File: src/rtl/axi_ctrl_pkg.sv
// Shared definitions for the AXI write burst controller.
// Contents:
//   wctrl_state_t   - controller state encoding, also exported as state_out
//   AXI_BURST_INCR  - AWBURST encoding for incrementing bursts
//   RESP_*          - BRESP encodings
package axi_ctrl_pkg;

    typedef enum logic [2:0] {
        ST_IDLE    = 3'd0,
        ST_ADDR    = 3'd1,
        ST_DATA    = 3'd2,
        ST_RELEASE = 3'd3,
        ST_RESP    = 3'd4
    } wctrl_state_t;

    localparam logic [1:0] AXI_BURST_INCR = 2'b01;

    localparam logic [1:0] RESP_OKAY   = 2'b00;
    localparam logic [1:0] RESP_EXOKAY = 2'b01;
    localparam logic [1:0] RESP_SLVERR = 2'b10;
    localparam logic [1:0] RESP_DECERR = 2'b11;

endpackage

File: src/rtl/axi_write_burst_ctrl_if.sv
// AXI write address and write response channels as seen by the burst
// controller.
// Signals:
//   AWID/AWADDR/AWLEN/AWSIZE/AWBURST/AWVALID  master -> slave
//   AWREADY                                   slave  -> master
//   BID/BRESP/BVALID                          slave  -> master
//   BREADY                                    master -> slave
interface axi_write_burst_ctrl_if #(
    parameter int ADDR_WIDTH = 32
);
    logic [3:0]            AWID;
    logic [ADDR_WIDTH-1:0] AWADDR;
    logic [3:0]            AWLEN;
    logic [2:0]            AWSIZE;
    logic [1:0]            AWBURST;
    logic                  AWVALID;
    logic                  AWREADY;
    logic [3:0]            BID;
    logic [1:0]            BRESP;
    logic                  BVALID;
    logic                  BREADY;

    modport master (
        output AWID, AWADDR, AWLEN, AWSIZE, AWBURST, AWVALID,
        input  AWREADY,
        input  BID, BRESP, BVALID,
        output BREADY
    );

    modport slave (
        input  AWID, AWADDR, AWLEN, AWSIZE, AWBURST, AWVALID,
        output AWREADY,
        output BID, BRESP, BVALID,
        input  BREADY
    );
endinterface

File: src/rtl/axi_write_burst_ctrl.sv
// Sequences one AXI write burst at a time: accepts a command, issues AW,
// runs the write-data-channel engine via dch_go/dch_done, collects B.
// Ports:
//   clk, reset                  clock, synchronous active-high reset
//   axi (master)                AW and B channels
//   cmd_valid/ready/addr/len/id burst command
//   dch_go, dch_done,
//   dch_data_sent,
//   dch_last_transfer,
//   dch_transaction_id          data-channel engine handshake
//   resp_valid/code/id_err      burst completion report
//   busy, state_out             status / debug
//
// state   | meaning
// IDLE    | ready for a command
// ADDR    | AWVALID high, waiting for AWREADY
// DATA    | engine running, beats counted
// RELEASE | dch_go low one cycle so the engine returns to idle
// RESP    | BREADY high, waiting for BVALID
module axi_write_burst_ctrl
    import axi_ctrl_pkg::*;
#(
    parameter int ADDR_WIDTH = 32,
    parameter int DATA_WIDTH = 32
) (
    input  logic                   clk,
    input  logic                   reset,
    axi_write_burst_ctrl_if.master axi,
    input  logic                   cmd_valid,
    output logic                   cmd_ready,
    input  logic [ADDR_WIDTH-1:0]  cmd_addr,
    input  logic [3:0]             cmd_len,
    input  logic [3:0]             cmd_id,
    output logic                   dch_go,
    input  logic                   dch_done,
    input  logic                   dch_data_sent,
    output logic                   dch_last_transfer,
    output logic [3:0]             dch_transaction_id,
    output logic                   resp_valid,
    output logic [1:0]             resp_code,
    output logic                   resp_id_err,
    output logic                   busy,
    output logic [2:0]             state_out
);

    localparam logic [2:0] AW_SIZE = 3'($clog2(DATA_WIDTH / 8));

    wctrl_state_t          state;
    wctrl_state_t          state_next;
    logic [ADDR_WIDTH-1:0] addr_q;
    logic [3:0]            len_q;
    logic [3:0]            id_q;
    logic [3:0]            beat_cnt;
    logic                  aw_valid_q;
    logic                  b_ready_q;
    logic                  cmd_accept;

    assign cmd_accept = cmd_valid && cmd_ready;

    always_ff @(posedge clk) begin
        if (reset) begin
            state <= ST_IDLE;
        end else begin
            state <= state_next;
        end
    end

    always_comb begin
        state_next = state;
        case (state)
            ST_IDLE:    if (cmd_accept) state_next = ST_ADDR;
            ST_ADDR:    if (axi.AWREADY) state_next = ST_DATA;
            ST_DATA:    if (dch_done) state_next = ST_RELEASE;
            ST_RELEASE: state_next = ST_RESP;
            ST_RESP:    if (axi.BVALID && b_ready_q) state_next = ST_IDLE;
            default:    state_next = ST_IDLE;
        endcase
    end

    // Handshake outputs are decoded from the next state so they are flops
    // that line up exactly with the state they belong to.
    always_ff @(posedge clk) begin
        if (reset) begin
            cmd_ready   <= 1'b0;
            aw_valid_q  <= 1'b0;
            dch_go      <= 1'b0;
            b_ready_q   <= 1'b0;
            resp_valid  <= 1'b0;
            resp_code   <= RESP_OKAY;
            resp_id_err <= 1'b0;
            addr_q      <= '0;
            len_q       <= '0;
            id_q        <= '0;
            beat_cnt    <= '0;
        end else begin
            cmd_ready  <= (state_next == ST_IDLE);
            aw_valid_q <= (state_next == ST_ADDR);
            dch_go     <= (state_next == ST_DATA);
            b_ready_q  <= (state_next == ST_RESP);
            resp_valid <= 1'b0;

            if (state == ST_IDLE && cmd_accept) begin
                addr_q   <= cmd_addr;
                len_q    <= cmd_len;
                id_q     <= cmd_id;
                beat_cnt <= '0;
            end

            // Saturate at len so stray beat pulses cannot wrap the count.
            if (state == ST_DATA && dch_data_sent && beat_cnt != len_q) begin
                beat_cnt <= beat_cnt + 4'd1;
            end

            if (state == ST_RESP && axi.BVALID && b_ready_q) begin
                resp_valid  <= 1'b1;
                resp_code   <= axi.BRESP;
                resp_id_err <= (axi.BID != id_q);
            end
        end
    end

    assign axi.AWID    = id_q;
    assign axi.AWADDR  = addr_q;
    assign axi.AWLEN   = len_q;
    assign axi.AWSIZE  = AW_SIZE;
    assign axi.AWBURST = AXI_BURST_INCR;
    assign axi.AWVALID = aw_valid_q;
    assign axi.BREADY  = b_ready_q;

    assign dch_last_transfer  = (state == ST_DATA) && (beat_cnt == len_q);
    assign dch_transaction_id = id_q;
    assign busy               = (state != ST_IDLE);
    assign state_out          = state;

endmodule

File: src/flat_wrapper.sv
// flat-port wrapper written by rule: the top's interface ports become plain ports
module axi_write_burst_ctrl_flat import axi_ctrl_pkg::*;
#(
    parameter int ADDR_WIDTH = 32,
    parameter int DATA_WIDTH = 32
)
  (clk, reset, cmd_valid, cmd_ready, cmd_addr, cmd_len, cmd_id, dch_go, dch_done, dch_data_sent, dch_last_transfer, dch_transaction_id, resp_valid, resp_code, resp_id_err, busy, state_out, axi_AWID, axi_AWADDR, axi_AWLEN, axi_AWSIZE, axi_AWBURST, axi_AWVALID, axi_AWREADY, axi_BID, axi_BRESP, axi_BVALID, axi_BREADY);
  axi_write_burst_ctrl_if #(.ADDR_WIDTH(ADDR_WIDTH)) axi_i ();
  input  logic clk;
  input  logic reset;
  input  logic cmd_valid;
  output logic cmd_ready;
  input  logic [ADDR_WIDTH-1:0] cmd_addr;
  input  logic [3:0] cmd_len;
  input  logic [3:0] cmd_id;
  output logic dch_go;
  input  logic dch_done;
  input  logic dch_data_sent;
  output logic dch_last_transfer;
  output logic [3:0] dch_transaction_id;
  output logic resp_valid;
  output logic [1:0] resp_code;
  output logic resp_id_err;
  output logic busy;
  output logic [2:0] state_out;
  output wire logic [$bits(axi_i.AWID)-1:0] axi_AWID;
  output wire logic [$bits(axi_i.AWADDR)-1:0] axi_AWADDR;
  output wire logic [$bits(axi_i.AWLEN)-1:0] axi_AWLEN;
  output wire logic [$bits(axi_i.AWSIZE)-1:0] axi_AWSIZE;
  output wire logic [$bits(axi_i.AWBURST)-1:0] axi_AWBURST;
  output wire logic [$bits(axi_i.AWVALID)-1:0] axi_AWVALID;
  input wire logic [$bits(axi_i.AWREADY)-1:0] axi_AWREADY;
  input wire logic [$bits(axi_i.BID)-1:0] axi_BID;
  input wire logic [$bits(axi_i.BRESP)-1:0] axi_BRESP;
  input wire logic [$bits(axi_i.BVALID)-1:0] axi_BVALID;
  output wire logic [$bits(axi_i.BREADY)-1:0] axi_BREADY;
  assign axi_AWID = axi_i.AWID;
  assign axi_AWADDR = axi_i.AWADDR;
  assign axi_AWLEN = axi_i.AWLEN;
  assign axi_AWSIZE = axi_i.AWSIZE;
  assign axi_AWBURST = axi_i.AWBURST;
  assign axi_AWVALID = axi_i.AWVALID;
  assign axi_i.AWREADY = axi_AWREADY;
  assign axi_i.BID = axi_BID;
  assign axi_i.BRESP = axi_BRESP;
  assign axi_i.BVALID = axi_BVALID;
  assign axi_BREADY = axi_i.BREADY;
  axi_write_burst_ctrl #(.ADDR_WIDTH(ADDR_WIDTH), .DATA_WIDTH(DATA_WIDTH)) u_core (.clk(clk), .reset(reset), .axi(axi_i), .cmd_valid(cmd_valid), .cmd_ready(cmd_ready), .cmd_addr(cmd_addr), .cmd_len(cmd_len), .cmd_id(cmd_id), .dch_go(dch_go), .dch_done(dch_done), .dch_data_sent(dch_data_sent), .dch_last_transfer(dch_last_transfer), .dch_transaction_id(dch_transaction_id), .resp_valid(resp_valid), .resp_code(resp_code), .resp_id_err(resp_id_err), .busy(busy), .state_out(state_out));
endmodule
File: config.mk
export PLATFORM = sky130hd
export DESIGN_NAME = axi_write_burst_ctrl_flat
export DESIGN_NICKNAME = d
export VERILOG_FILES = /design/src/rtl/axi_ctrl_pkg.sv /design/src/rtl/axi_write_burst_ctrl_if.sv /design/src/rtl/axi_write_burst_ctrl.sv /design/src/flat_wrapper.sv
export SDC_FILE = /design/constraint.sdc
export NUM_CORES = 1
export LEC_CHECK = 0
export BUFFER_PORTS_ARGS = -buffer_cell sky130_fd_sc_hd__buf_2
export CORE_MARGIN = 2
export CORE_UTILIZATION = 45
export CTS_CLUSTER_DIAMETER = 30
export DETAILED_ROUTE_END_ITERATION = 10
export PLACE_DENSITY = 0.84
export SYNTH_ARGS = -nofsm -noshare
export SYNTH_HDL_FRONTEND = slang
export SYNTH_SLANG_ARGS = --single-unit
File: constraint.sdc
create_clock -name clk -period 2.55 [get_ports clk]
set_clock_uncertainty 0.15 [all_clocks]
set_input_delay 0.51 -clock clk [delete_from_list [all_inputs] [get_ports clk]]
set_output_delay 0.51 -clock clk [all_outputs]
set_load 0.005 [all_outputs]
==> results of run 1 <==
[cell families (layout without fill, tap and decap cells)]
logic type,Yosys count,count (layout)
AND/OR/NAND/NOR,118,118
flip-flops,55,55
AO/OA/AOI/OAI,52,52
buffers and inverters,28,123
XOR/XNOR,8,8
multiplexers,3,3
other,2,5
adder cells (fa/ha/maj),1,1
[state kept, by name, summed over array words and instances (netlist names)]
register	flops
u_core.axi.AWADDR	32
u_core.axi.AWID	4
u_core.axi.AWLEN	4
u_core.beat_cnt	4
u_core.state_out	3
u_core.resp_code	2
u_core.axi.AWVALID	1
u_core.axi.BREADY	1
u_core.cmd_ready	1
u_core.dch_go	1
u_core.resp_id_err	1
u_core.resp_valid	1
[metal layers]
metal	GRT usage	share of wire	vias to the layer above
li1	-	-	1054
met5	0	0	-
met2	0.344	0.51	68
met1	0.188	0.40	924
met4	0.0828	0.021	0
met3	0.0542	0.065	7
[final timing paths]
check | end | slack [ns]
max | dch_last_transfer | 0.45
min | u_core.axi.AWADDR[23] | 0.29
min reg2reg | u_core.axi.AWADDR[9] | 0.30
max reg2reg | u_core.cmd_ready | 0.83
[final cells by class]
cell class | instances | area, um^2 | share of cell area
multi-input cells | 187 | 955 | 0.338
repair buffers | 114 | 583 | 0.206
well taps | 67 | 83.8 | 0.0297
clock buffers | 8 | 100 | 0.0354
inverters | 1 | 3.75 | 0.00133
flip-flops and latches | 55 | 1100 | 0.390
[power by group through the flow]
stage | Clock, mW | Combinational [mW] | Sequential (mW)
after global placement | 0 | 0.259 | 0.957
after CTS | 0.532 | 0.265 | 0.939
after floorplan | 0 | 0.160 | 0.959
final | 0.516 | 0.260 | 0.939
after global routing | 0.565 | 0.296 | 0.947
after detailed placement | 0 | 0.265 | 0.959
[worst register-to-register path, cell delays in order, from the launching register on]
cell and delay, ns:
sky130_fd_sc_hd__dfxtp_1 0.52, sky130_fd_sc_hd__nor3_2 0.11, sky130_fd_sc_hd__and3_1 0.21, sky130_fd_sc_hd__buf_4 0.20
sky130_fd_sc_hd__nor2_2 0.19, sky130_fd_sc_hd__nor4b_1 0.24
[cell usage in the layout (no fill, tap or decap), drive strengths merged, types with 3 or more instances in the layout]
cell,instances
xnor2,4
mux2i,3
nor2,10
dfxtp,55
nand3,7
conb,5
xor2,4
a21oi,45
nand2,83
clkbuf,8
buf,114
nand3b,4
[stage by stage]
step / utilization / area [um^2] / cells
2_1_floorplan: - / 2220 / 270
3_3_place_gp: 0.577 / 2730 / 424
3_5_place_dp: 0.577 / 2730 / 424
4_1_cts: 0.598 / 2830 / 432
5_1_grt: 0.598 / 2830 / 432
6_report: 0.598 / 2830 / 432
==> run_results.csv, run 1 <==
group,metric,value,unit
routing,ant_nets,0,
worst_hold_path,holdCritStartpoint,"cmd_addr[23]",
finish,fillers,436,
yosys,syn_inst,267,
global_routing,grt_antenna_before_repair,0,
placed_design,gp_congestion,0.758,
yosys,netlist.top_cell.by_area,"sky130_fd_sc_hd__dfxtp_1",
worst_setup_path,worst_ep_required_time,1.89,ns
cts,clk_latency,0.30,ns
cts,clock-root-buffer,"sky130_fd_sc_hd__clkbuf_8",
yosys,yosys.area_share.adder,0.00566,
yosys,ys_ff_latch,55,
status,outcome,"finished clean",
die,design.core.area,4720,um^2
sta,worst-slew-pin-transition,0.587,ns
worst_hold_path,holdPathStages,3,
pwr,power_density,607,nW/um^2
sta,whs,0.286,ns
finish,finish.net_count,418,
worst_hold_path,worst_hold_class,"in2reg",
cts,cts.htree.levels,2,
die,std_cell_rows,25,
yosys,ys_top_cells_by_area,"sky130_fd_sc_hd__dfxtp_1 (50%), sky130_fd_sc_hd__nand2_1 (14%), sky130_fd_sc_hd__a21oi_1 (10%), sky130_fd_sc_hd__buf_4 (5.1%), sky130_fd_sc_hd__nand3_1 (1.6%)",
yosys,synth_top_family_by_area,"simple AND/OR/NAND/NOR gates",
job,max_cap_viols,0,
sta,finalMaxSlewViolations,0,
worst_setup_path,critical_path.n_buffers_inverters,1,
sta,finalCritPeriodShare,0.823,
worst_setup_path,cpPeakStageDelay,0.42,ns
pwr,share_seq_of_total_power,0.547,
routing,via_count,2053,
yosys,synthesis.area,2210,um^2
pwr,maximum_vdd_drop,305,uV
yosys,yosys-top-cells-count,"sky130_fd_sc_hd__nand2_1 (83), sky130_fd_sc_hd__dfxtp_1 (55), sky130_fd_sc_hd__a21oi_1 (45), sky130_fd_sc_hd__buf_4 (15), sky130_fd_sc_hd__nor2_1 (9)",
cts,number_of_buffers_created_by_cts,5,
finish,layout-drive-gt1-share,0.351,
yosys,synth-compound-area-share,0.132,
yosys,xor_xnor_share_of_the_synthesized_area,0.0317,
worst_setup_path,worst_path_maximum_fanout,5,
die,start_util,0.468,
yosys,synth.top_cell.area_share,0.498,
yosys,synth.most_common_cell,"sky130_fd_sc_hd__nand2_1",
sta,grt_setup_unrepaired,"no",
global_routing,gr-total-overflow,0,
worst_setup_path,critical-path-slowest-cell,"sky130_fd_sc_hd__dfxtp_1",
worst_setup_path,worst-endpoint-arrival,1.44,ns
yosys,synthMuxAreaShare,0.0136,
cts,cts_sinks,55,
worst_setup_path,r2r_cells,5,
yosys,syn_area_per_cell,8.29,um^2
worst_setup_path,critical_path.startpoint_type,"flop",
sta,final-setup-viol-count,0,
cts,clock_path_buffers,2,
global_routing,grt_pass1_vias,1919,
die,die-height,74.1,um
cts,cts.hold.buffers_added,0,
sta,final-hold-violation-count,0,
routing,wl,4940,um
routing,wire_per_inst,11.4,um
pwr,switching_power,0.438,mW
placed_design,io_buffer_count,109,
cts,tritoncts,"yes",
pwr,leakage,1.35,nW
yosys,synth-simple-area-share,0.238,
yosys,synth.lib_cells_used.distinct,33,
worst_setup_path,worstSetupEndpointType,"output pin",
yosys,yosysSeqAreaShare,0.498,
worst_setup_path,path_delay_family,"flip-flops",
global_routing,pin_count_of_the_biggest_net_entering_global_routing,45,
worst_setup_path,worst_r2r_startpoint,"u_core.state_out[1]",
cts,clkSlewWorstSetupHoldPaths,0.09,ns
yosys,yosys_most_used_dff,"sky130_fd_sc_hd__dfxtp_1",
yosys,synth_enable_flop_cells,0,
cts,post_cts_resize_count,0,
pwr,cellInternalPower,1.28,mW
yosys,postSynth.asyncResetShare,0,
yosys,synth_warnings,0,
routing,viasPerCell,4.75,
global_routing,grt_first_pass_wirelength,7850,um
routing,drtIter0Drc,99,
sta,fmaxAchievable,0.476,GHz
worst_setup_path,cp-startpoint,"u_core.beat_cnt[2]",
cts,post_cts.repair.setup_buffers,0,
placed_design,post-place-ws,0.761,ns
worst_setup_path,worstSetupPathType,"reg2out",
die,die_x,74.1,um
sta,max-slew-margin-rel,0.609,
die,die-area,5490,um^2
sta,post-route-min-period,2.10,ns
finish,antenna-diode-count,0,
placed_design,detailedPlacementHpwl,3570,um
global_routing,gr-usage-all-layers,0.184,
pwr,clock_network_fraction_of_design_power,0.301,
pwr,power,1.72,mW
pwr,p_comb_frac,0.152,
routing,detail_route.drc_violations,0,
die,number_of_top_level_pins,115,
pwr,switching_share,0.256,
sta,fin_setup_tns,0,ns
routing,drt_pre_antenna_iters,4,
finish,syn_to_final_growth,27.8,%
worst_setup_path,crit_cells,4,
worst_setup_path,crit_path_cell_trace,"xor2_1 > nor4_1 > and3_1 > buf_2",
sta,timing.final.ws_setup,0.451,ns
(Power assumes the default switching activity.)
==> inputs of run 2 (changes only) <==
- CORE_UTILIZATION: 45 -> 40
- PLACE_DENSITY: 0.84 -> 0.79
- clock period: 2.55 -> 1.8 ns (I/O delays scaled with it)
==> run_results.csv, run 2 (synthesized netlist as in run 1, its figures left out) <==
group,metric,value,unit
placed_design,detailedPlacementHpwl,3650,um
sta,final-setup-viol-count,1,
status,failed_checks,"setup timing",
finish,commonest_non_fill_non_tap_cell_in_the_layout,"sky130_fd_sc_hd__buf_2",
cts,cts.hold.buffers_added,0,
routing,drtIter0Drc,52,
sta,fin_setup_tns,-0.0860,ns
pwr,switching_power,0.606,mW
cts,clk_latency,0.29,ns
finish,final_cell_mix,"sky130_fd_sc_hd__buf_2 (109), sky130_fd_sc_hd__nand2_1 (83), sky130_fd_sc_hd__dfxtp_1 (49), sky130_fd_sc_hd__a21oi_1 (45), sky130_fd_sc_hd__nor2_1 (9)",
global_routing,grt_antenna_before_repair,0,
routing,viasPerCell,4.74,
pwr,leakage,1.37,nW
sta,final-hold-violation-count,0,
global_routing,grt_pass1_vias,1930,
worst_setup_path,worstSetupPathType,"reg2out",
pwr,maximum_vdd_drop,348,uV
die,die-area,6140,um^2
placed_design,gp_congestion,0.759,
worst_setup_path,critical-path-slowest-cell,"sky130_fd_sc_hd__dfxtp_2",
pwr,cellInternalPower,1.74,mW
sta,worst-slew-pin-transition,0.532,ns
pwr,p_comb_frac,0.171,
worst_setup_path,worst_ep_required_time,1.29,ns
sta,max-slew-margin-rel,0.641,
placed_design,io_buffer_count,109,
cts,clkSlewWorstSetupHoldPaths,0.09,ns
status,outcome,"finished, violations left",
sta,whs,0.141,ns
routing,detail_route.drc_violations,0,
routing,wl,5150,um
sta,grt_setup_unrepaired,"yes",
worst_setup_path,worstSetupEndpointType,"output pin",
global_routing,gr-usage-all-layers,0.171,
cts,cts_sinks,55,
worst_setup_path,r2r_cells,5,
routing,drt_pre_antenna_iters,4,
cts,cts.htree.levels,2,
worst_setup_path,path_delay_family,"simple AND/OR/NAND/NOR gates",
routing,wire_per_inst,11.7,um
worst_hold_path,worst_hold_class,"in2reg",
die,die_x,78.4,um
finish,finish.net_count,423,
die,die-height,78.4,um
routing,via_count,2085,
pwr,share_seq_of_total_power,0.569,
cts,number_of_buffers_created_by_cts,5,
finish,largest_reg_flops,32,
global_routing,gr-total-overflow,0,
cts,clock_path_buffers,2,
worst_setup_path,critical_path.startpoint_type,"flop",
sta,finalMaxSlewViolations,0,
pwr,power_density,805,nW/um^2
job,max_cap_viols,0,
global_routing,pin_count_of_the_biggest_net_entering_global_routing,45,
finish,antenna-diode-count,0,
global_routing,grt_first_pass_wirelength,8420,um
sta,timing.final.ws_setup,-0.0860,ns
sta,post-route-min-period,1.89,ns
finish,layout_cells_excl_fill,440,
die,start_util,0.407,
worst_hold_path,holdPathStages,3,
cts,tritoncts,"yes",
finish,layout-drive-gt1-share,0.386,
routing,ant_nets,0,
sta,finalCritPeriodShare,1.05,
placed_design,dp_cells,430,
finish,syn_to_final_growth,31.6,%
worst_setup_path,worst_path_maximum_fanout,2,
die,design.core.area,5440,um^2
worst_setup_path,ff2ff_setup_slack,0.04,ns
finish,postLayoutCoreUtil,0.535,
worst_setup_path,worst-endpoint-arrival,1.38,ns
sta,fmaxAchievable,0.530,GHz
pwr,switching_share,0.258,
worst_setup_path,cpPeakStageDelay,0.34,ns
pwr,clock_network_fraction_of_design_power,0.260,
worst_setup_path,crit_path_cell_trace,"xor2_2 > nor4_2 > and3_1 > buf_2",
die,std_cell_rows,27,
die,number_of_top_level_pins,115,
worst_setup_path,crit_cells,4,
worst_setup_path,critical_path.n_buffers_inverters,1,
cts,clock-root-buffer,"sky130_fd_sc_hd__clkbuf_8",
run 2: per-stage QoR:
stage,area (um^2),setup WS [ns],power [mW]
floorplan,2220,0.285,1.59
global placement,2770,0.141,1.74
detailed placement,2770,0.144,1.75
CTS,2900,-0.109,2.38
global route,2910,-0.170,2.48
finish,2910,-0.0860,2.34
run 2: worst reg2reg max path: cells and delay by family, from the launching register on:
| kind | cells | cell delay (ns) |
|---|---|---|
| DFF | 1 | 0.35 |
| xor gates and xnor gates | 1 | 0.18 |
| AOI/OAI and AO/OA | 2 | 0.72 |
| buffers and inverters | 1 | 0.14 |
| and+or+nand+nor | 1 | 0.16 |
run 2: power groups by stage:
stage	clock, mW	sequential [mW]	combinational [mW]
finish	0.610	1.33	0.400
global route	0.683	1.34	0.456
CTS	0.645	1.33	0.404
detailed placement	0	1.36	0.392
global placement	0	1.36	0.384
floorplan	0	1.36	0.226
run 2: timing repair:
item                       4_1_cts  5_1_grt
setup buffers                    4        0
setup endpoints to repair        1        5
pin swaps                        3        0
resized for setup                8        3
cloned                           0        0
run 2: final cells by class:
type | count | area, um^2
Multi-Input combinational cell | 187 | 991
Clock buffer | 6 | 72.6
Fill cell | 531 | 2530
Timing Repair Buffer | 119 | 646
Inverter | 1 | 3.75
Tap cell | 72 | 90.1
Sequential cell | 55 | 1110
run 2: per-layer routing:
metal / up-vias / track usage / wire (um)
met5: - / 0 / 0
met4: 0 / 0.0544 / 42
met3: 5 / 0.0529 / 380
met2: 66 / 0.299 / 2580
met1: 955 / 0.199 / 2140
li1: 1059 / - / -
run 2: worst paths after layout:
check                          endpoint                   from
hold / removal     u_core.axi.AWADDR[6]            cmd_addr[6]
setup / recovery      dch_last_transfer     u_core.beat_cnt[0]
setup reg to reg     u_core.beat_cnt[2]    u_core.axi.AWLEN[3]
hold reg to reg   u_core.axi.AWADDR[18]  u_core.axi.AWADDR[18]
